File: config.mk
export PLATFORM = sky130hd
export DESIGN_NAME = config_stream_loader
export DESIGN_NICKNAME = d
export VERILOG_FILES = /design/src/rtl/config_loader_pkg.sv /design/src/rtl/config_word_serializer.sv /design/src/rtl/config_stream_loader.sv
export SDC_FILE = /design/constraint.sdc
export NUM_CORES = 1
export LEC_CHECK = 0
export BUFFER_PORTS_ARGS = -buffer_cell sky130_fd_sc_hd__clkbuf_2
export CORE_AREA = 10 10 66 68
export CTS_CLUSTER_SIZE = 40
export DETAILED_ROUTE_END_ITERATION = 8
export DIE_AREA = 0 0 76 78
export PLACE_DENSITY_LB_ADDON = 0.15
export SETUP_SLACK_MARGIN = 0.3
export SYNTH_ARGS = -nofsm -noshare
export SYNTH_HDL_FRONTEND = slang
export SYNTH_SLANG_ARGS = --single-unit
File: constraint.sdc
create_clock -name clock -period 2.1 [get_ports clock]
set_input_delay 0.21 -clock clock [delete_from_list [all_inputs] [get_ports clock]]
set_output_delay 0.21 -clock clock [all_outputs]
set_load 0.05 [all_outputs]
File: src/rtl/config_loader_pkg.sv
// Shared types and sizing helpers for the configuration-chain loader.
package config_loader_pkg;

  typedef enum logic [1:0] {
    IDLE,
    CLEAR,
    LOAD,
    DONE
  } state_e;

  function automatic int unsigned words_needed(input int unsigned chain_len,
                                               input int unsigned word_w);
    return (chain_len + word_w - 1) / word_w;
  endfunction

endpackage

File: src/rtl/config_word_serializer.sv
// Word-to-bit serializer: holds one word in a shifter, requests the next word
// while the last bit is still going out so a continuous stream has no bubble.
module config_word_serializer #(
  parameter int unsigned WORD_WIDTH = 8,
  parameter int unsigned NUM_WORDS  = 19
) (
  input  logic                  clk_i,
  input  logic                  rst_i,
  input  logic                  init_i,
  input  logic                  active_i,
  input  logic                  last_shift_i,
  input  logic [WORD_WIDTH-1:0] word_i,
  input  logic                  word_valid_i,
  output logic                  word_ready_o,
  output logic                  bit_o,
  output logic                  enable_o
);

  localparam int unsigned BLW = $clog2(WORD_WIDTH + 1);
  localparam int unsigned WLW = $clog2(NUM_WORDS + 1);

  logic [WORD_WIDTH-1:0] shreg_q, shreg_d;
  logic [BLW-1:0]        bits_left_q, bits_left_d;
  logic [WLW-1:0]        words_left_q, words_left_d;
  logic                  accept;

  always_comb begin
    enable_o     = (bits_left_q != '0);
    bit_o        = shreg_q[WORD_WIDTH-1];
    word_ready_o = active_i && (bits_left_q <= BLW'(1)) && (words_left_q != '0);
    accept       = word_valid_i && word_ready_o;

    shreg_d      = shreg_q;
    bits_left_d  = bits_left_q;
    words_left_d = words_left_q;

    if (init_i) begin
      shreg_d      = '0;
      bits_left_d  = '0;
      words_left_d = WLW'(NUM_WORDS);
    end else begin
      if (enable_o) begin
        shreg_d     = shreg_q << 1;
        bits_left_d = bits_left_q - BLW'(1);
      end
      // A fresh word overrides the shift that emits the previous word's last bit.
      if (accept) begin
        shreg_d      = word_i;
        bits_left_d  = BLW'(WORD_WIDTH);
        words_left_d = words_left_q - WLW'(1);
      end
      if (last_shift_i) begin
        bits_left_d = '0;
      end
    end
  end

  always_ff @(posedge clk_i) begin
    if (rst_i) begin
      shreg_q      <= '0;
      bits_left_q  <= '0;
      words_left_q <= '0;
    end else begin
      shreg_q      <= shreg_d;
      bits_left_q  <= bits_left_d;
      words_left_q <= words_left_d;
    end
  end

endmodule

File: src/rtl/config_stream_loader.sv
// Clears the tile configuration chain, streams CHAIN_LENGTH bits into it and
// checks that only zeros fall out of the tail while loading.
module config_stream_loader
  import config_loader_pkg::*;
#(
  parameter int unsigned WORD_WIDTH   = 8,
  parameter int unsigned CHAIN_LENGTH = 146,
  parameter int unsigned CLEAR_CYCLES = 4
) (
  input  logic                  clock,
  input  logic                  reset,
  input  logic                  start,
  input  logic [WORD_WIDTH-1:0] word_in,
  input  logic                  word_valid,
  output logic                  word_ready,
  output logic                  config_out,
  output logic                  config_enable,
  output logic                  config_nreset,
  input  logic                  config_return,
  output logic                  busy,
  output logic                  done,
  output logic                  error
);

  localparam int unsigned NUM_WORDS = words_needed(CHAIN_LENGTH, WORD_WIDTH);
  localparam int unsigned CW        = $clog2(CHAIN_LENGTH + 1);
  localparam int unsigned CCW       = $clog2(CLEAR_CYCLES + 1);

  state_e         state_q, state_d;
  logic [CCW-1:0] clr_cnt_q, clr_cnt_d;
  logic [CW-1:0]  bit_count_q, bit_count_d;
  logic           error_q, error_d;
  logic           start_ok;
  logic           last_shift;

  assign start_ok   = start && ((state_q == IDLE) || (state_q == DONE));
  assign last_shift = config_enable && (bit_count_q == CW'(CHAIN_LENGTH - 1));

  config_word_serializer #(
    .WORD_WIDTH (WORD_WIDTH),
    .NUM_WORDS  (NUM_WORDS)
  ) u_serializer (
    .clk_i        (clock),
    .rst_i        (reset),
    .init_i       (start_ok),
    .active_i     (state_q == LOAD),
    .last_shift_i (last_shift),
    .word_i       (word_in),
    .word_valid_i (word_valid),
    .word_ready_o (word_ready),
    .bit_o        (config_out),
    .enable_o     (config_enable)
  );

  always_comb begin
    state_d     = state_q;
    clr_cnt_d   = clr_cnt_q;
    bit_count_d = bit_count_q;
    error_d     = error_q;

    case (state_q)
      IDLE, DONE: begin
        if (start_ok) begin
          state_d     = CLEAR;
          clr_cnt_d   = '0;
          bit_count_d = '0;
          error_d     = 1'b0;
        end
      end
      CLEAR: begin
        clr_cnt_d = clr_cnt_q + CCW'(1);
        if (clr_cnt_q == CCW'(CLEAR_CYCLES - 1)) begin
          state_d = LOAD;
        end
      end
      LOAD: begin
        // The chain was cleared, so every bit leaving the tail must be zero.
        if (config_enable) begin
          bit_count_d = bit_count_q + CW'(1);
          if (config_return) begin
            error_d = 1'b1;
          end
        end
        if (last_shift) begin
          state_d = DONE;
        end
      end
      default: state_d = IDLE;
    endcase
  end

  always_ff @(posedge clock) begin
    if (reset) begin
      state_q     <= IDLE;
      clr_cnt_q   <= '0;
      bit_count_q <= '0;
      error_q     <= 1'b0;
    end else begin
      state_q     <= state_d;
      clr_cnt_q   <= clr_cnt_d;
      bit_count_q <= bit_count_d;
      error_q     <= error_d;
    end
  end

  assign config_nreset = (state_q != CLEAR);
  assign busy          = (state_q == CLEAR) || (state_q == LOAD);
  assign done          = (state_q == DONE);
  assign error         = error_q;

endmodule

After elaboration in Yosys (flattened, before gate mapping)
Index checks and enable logic that the tools add are counted.
- add/subtract/negate cells: 4
- equal/unequal tests: 11
- mux-type cells: 19
- reduce and logical (&&, ||, !) cells: 22
- order comparisons: 1
- operator list (operator ; count):
    $mux 8 ; 4
    $pmux 8 s2 ; 1
    $mux 5 ; 2
    $ne 2x2->1 const B ; 5
    $add 8x1->8 const B ; 1
    $eq 8x8->1 const B ; 1
    $mux 4 ; 2
    $reduce_bool 2->1 ; 4
    $mux 2 ; 3
    $pmux 2 s3 ; 1
    $pmux 3 s2 ; 1
    $reduce_and 3->1 ; 2
    $logic_and 1x1->1 ; 5
    $reduce_bool 5->1 ; 1
    $sub 5x1->5 const B ; 1
    $eq 2x2->1 const B ; 2
    $le 4x1->1 const B ; 1
    $reduce_and 4->1 ; 1
    $reduce_bool 4->1 ; 1
    $reduce_or 2->1 ; 2
    $reduce_or 4->1 ; 1
    $sub 4x1->4 const B ; 1
    $add 3x1->3 const B ; 1
    $eq 3x2->1 const B ; 1
    9 further kinds ; 12
- bits in registers: 31
- word-level logic and storage cells: 66
- output and inout bits: 7

Depth between registers and ports, before layout
- depth after elaboration: 6
- gate-level depth with buffers: 8
- mapped depth without buffers: 6

Modules after synthesis
A second synthesis with hierarchy kept.
- cell total of the unflattened synthesis: 174
- area, all modules: 1650.3 um^2
- modules (own cells, without submodules) (module ; times used ; cells each ; sequential area each (um^2) ; area each (um^2)):
    config_word_serializer ; 1 ; 88 ; 340.3 ; 883.3
    config_stream_loader ; 1 ; 86 ; 280.3 ; 767.0

Least setup slack after synthesis
No wires, ideal clock.
- kind: reg2out
- start: register state_q[0]
- end: output port word_ready
- arrival: 2.066 ns
- stages on the path, launching flop included: 5
- slack: -0.176 ns
- buffers on the path: 0
- required time: 1.890 ns
- cell sequence: dfxtp_1 > inv_1 > ha_1 > or3b_4 > nor3_1
- word-level cells in the longest chain between the ends: 3
- RTL lines (item ; line ; RTL):
    start, declared ; config_stream_loader.sv:29 ; state_e state_q, state_d;
    start signal, assigned ; config_stream_loader.sv:99 ; state_q <= state_d;
    $eq 2x2->1 ; config_stream_loader.sv:46 ; .active_i (state_q == LOAD),
    $logic_and 1x1->1 (2 in series) ; config_word_serializer.sv:30 ; word_ready_o = active_i && (bits_left_q <= BLW'(1)) && (words_left_q != '0);
    end, declared ; config_stream_loader.sv:15 ; output logic word_ready,
Every way passes these cells.

Final worst setup path
- start: register state_q[0]
- end: register u_serializer.words_left_q[4]
- word-level cells in the longest chain between the ends: 5
- RTL lines (item ; line ; RTL):
    $eq 2x2->1 ; config_stream_loader.sv:46 ;
    $logic_and 1x1->1 (2 in series) ; config_word_serializer.sv:30 ;
    $logic_and 1x1->1 ; config_word_serializer.sv:31 ; accept = word_valid_i && word_ready_o;
    $reduce_bool 2->1 (no source line) ; -- ;
    end signal, assigned ; config_word_serializer.sv:66 ; words_left_q <= words_left_d;
    end, declared ; config_word_serializer.sv:24 ; logic [WLW-1:0] words_left_q, words_left_d;
Several ways; a longest one is shown, not always the timed one.
A chain may end at the register's enable or synchronous reset.

==> impl_metrics.toml <==
[outcome]
status = "completed"

[worst_setup_path]
r2r_cells = 7
critical_path.startpoint = "state_q[0]"
critPathLaunchType = "register"
rrSetupSlack_ns = 0.23
worstSetupEndpoint = "u_serializer.words_left_q[4]"
rr_endpoint = "u_serializer.words_left_q[4]"
crit_required_ns = 2.34
crit_type = "register to register"
critPathCaptureType = "register"
cp_data_arrival_time_ns = 2.10
r2r-start = "state_q[0]"
cp_max_fo = 3

[logic_synthesis]
synthCells = 178
ys_ff_latch = 31
synth_commonest_cells = "dfxtp_1, nor2_1, a21oi_1, ha_1, inv_1"
ys.warnings.count = 0
netlist_area_um2 = 1662
synth.top_cell.area_share_pct = 37.35
synth_area_per_cell_um2 = 9.335
yosysSeqAreaShare_pct = 37.35
synth.area.top_cells = "dfxtp_1, ha_1, a211oi_2"
ys.flop_type = "dfxtp_1"
synth_area_leader_cell = "dfxtp_1"
synth-async-reset-ratio_pct = 0
synth_fp_nets = 203
synth_edf_count = 0
synth_cell_types = 43
yosysMostFrequentCell = "dfxtp_1"

[grt]
grt_max_degree = 15
grt_util_met2_pct = 20.83
grt_pass1_vias = 1379
grt_use_total_pct = 12.34
grt_pass1_wl_um = 6003
grt_antenna_before_repair = 0
gr-usage-met3_pct = 4.724
grt_use_met1_pct = 12.96
grt_overflow_total = 0
grt.busiest_layer = "met2"

[timing]
fin_crit_ns = 1.869
worst_slew_pin_slew_ns = 0.5265
hold_viol_final = 0
report.final.slew_viol_count = 0
setup_viol = 0
finalCritPeriodShare_pct = 89.00
tns_ns = 0
max_slew_margin_pct = 64.83
rsz0062_at_grt = "yes"
finalWorstSetupSlack_ns = 0.2311
fin_skew_ns = 0.01682
max_freq_mhz = 535.1

[place]
place_congestion = 0.7882
preCtsSetupSlack_ns = 0.1626
portBuffers = 19
hpwl_um = 2580

[power]
vdd_drop_max_v = 0.0006103
cellPowerDensity_nw_per_um2 = 1351
p_leak_nw = 0.8680

[detailed_routing]
drc = 0
routed_wl_um = 3693
vias = 1400
drt_iter0_drc = 53
dr.pass1.iters = 4
vias_per_cell = 5.405
drt-wirelength-per-cell_um = 14.26
ant_nets = 0

[clock_network]
clk_latency_ns = 0.34
root_buffer = "clkbuf_4"
numCtsBuffers = 5
cts_tree = "done"
clock_sinks = 31
clk_pin_slew_worst_paths_ns = 0.10
htreeDepth = 2
clockBufferDepth = 2

[floorplanning]
ioPinCount = 20
die-area_um2 = 5928
dieWidth_um = 76
core_area_um2 = 3179
rows = 21
start_util_pct = 52.26
dieHeight_um = 78

[final_layout]
final_nets = 237
filler_cell_count = 261
antenna_cells = 0
drive_gt1_share_pct = 39.44
syn2layout_area_growth_pct = 28.39

[run]
drv_cap = 0

[hold_path]
min_path_cells = 3
hold_class = "input port to register"
## worst min path at each step
stage,startpoint,to
finish,config_return,error
global route,word_in[0],u_serializer.shreg_q[0]
CTS,word_in[0],u_serializer.shreg_q[0]
detailed placement,word_in[0],u_serializer.shreg_q[0]
global placement,config_return,error
floorplan,word_in[0],u_serializer.shreg_q[0]
## logic make-up (layout without fill, tap and decap cells)
| kind of cell | after synthesis | count (layout) | synth area share (%) |
|---|---|---|---|
| AND/OR/NAND/NOR | 61 | 62 | 20.33 |
| AO/OA/AOI/OAI | 42 | 42 | 19.58 |
| buffers and inverters | 17 | 51 | 4.744 |
| multiplexers | 11 | 11 | 6.852 |
| adder cells (fa/ha/maj) | 12 | 12 | 9.036 |
| flip-flops | 31 | 31 | 37.35 |
| XOR/XNOR | 4 | 4 | 2.109 |
## per-layer routing
layer | wire [um] | part of all wire (%)
met5 | 0 | 0
met3 | 162 | 4.4
met2 | 1885 | 51
met4 | 68 | 1.8
met1 | 1577 | 43
## where the power goes
part | switching, W | internal, W | total, W
sequential | 0.0000969 | 0.000694 | 0.000791
clock | 0.000207 | 0.000281 | 0.000488
combinational | 0.000911 | 0.000692 | 0.00160
## timing repair
action | 4_1_cts | 5_1_grt
buffers inserted | 7 | 0
pin swaps | 6 | 9
hold buffers | 0 | 0
cloned | 1 | 1
resized for setup | 22 | 8
endpoints found under the setup margin | 16 | 23
## worst max-delay path, stage by stage (launching register included)
cell	delay (ns)
dfxtp_2	0.34
inv_2	0.06
ha_4	0.12
or3b_4	0.40
or3_4	0.37
buf_4	0.15
o41ai_2	0.21
a21oi_1	0.10
## cell type report
cell class,count,area (um^2),share of cell area [%]
Sequential cell,31,624.3,29.27
Clock buffer,6,51.30,2.405
Clock inverter,2,35.03,1.642
Multi-Input combinational cell,131,1075,50.38
Inverter,12,45.04,2.111
Timing Repair Buffer,31,245.2,11.50
Tap cell,46,57.56,2.698
## state kept, by name (all words and copies together), names as in the netlist
name and count:
u_serializer.shreg_q 8, u_serializer.words_left_q 5, state_q 2, error 1
u_serializer.bits_left_q 4, bit_count_q 8, clr_cnt_q 3
## metrics by stage
step                cell area (um^2)  hold slack (ns)  power (W)  utilization (%)  std cells
CTS                             2102          0.09552   0.002855            66.12        258
finish                          2133           0.1125   0.002883            67.10        259
floorplan                       1692           0.3460   0.001845                -        178
detailed placement              1836           0.4429   0.002116            57.73        242
global route                    2133           0.1246   0.003065            67.10        259
global placement                1836           0.4391   0.002062            57.73        242
## cells in the final DEF (no fill, tap or decap), types with 7 or more instances in the layout
cell type	count
a211oi_2	7
a21oi_1	14
buf_4	9
clkbuf_2	17
dfxtp_1	28
ha_1	10
inv_1	9
mux2i_1	8
nand2_1	9
nor2_1	14
Power figures use the tool's default switching activity.
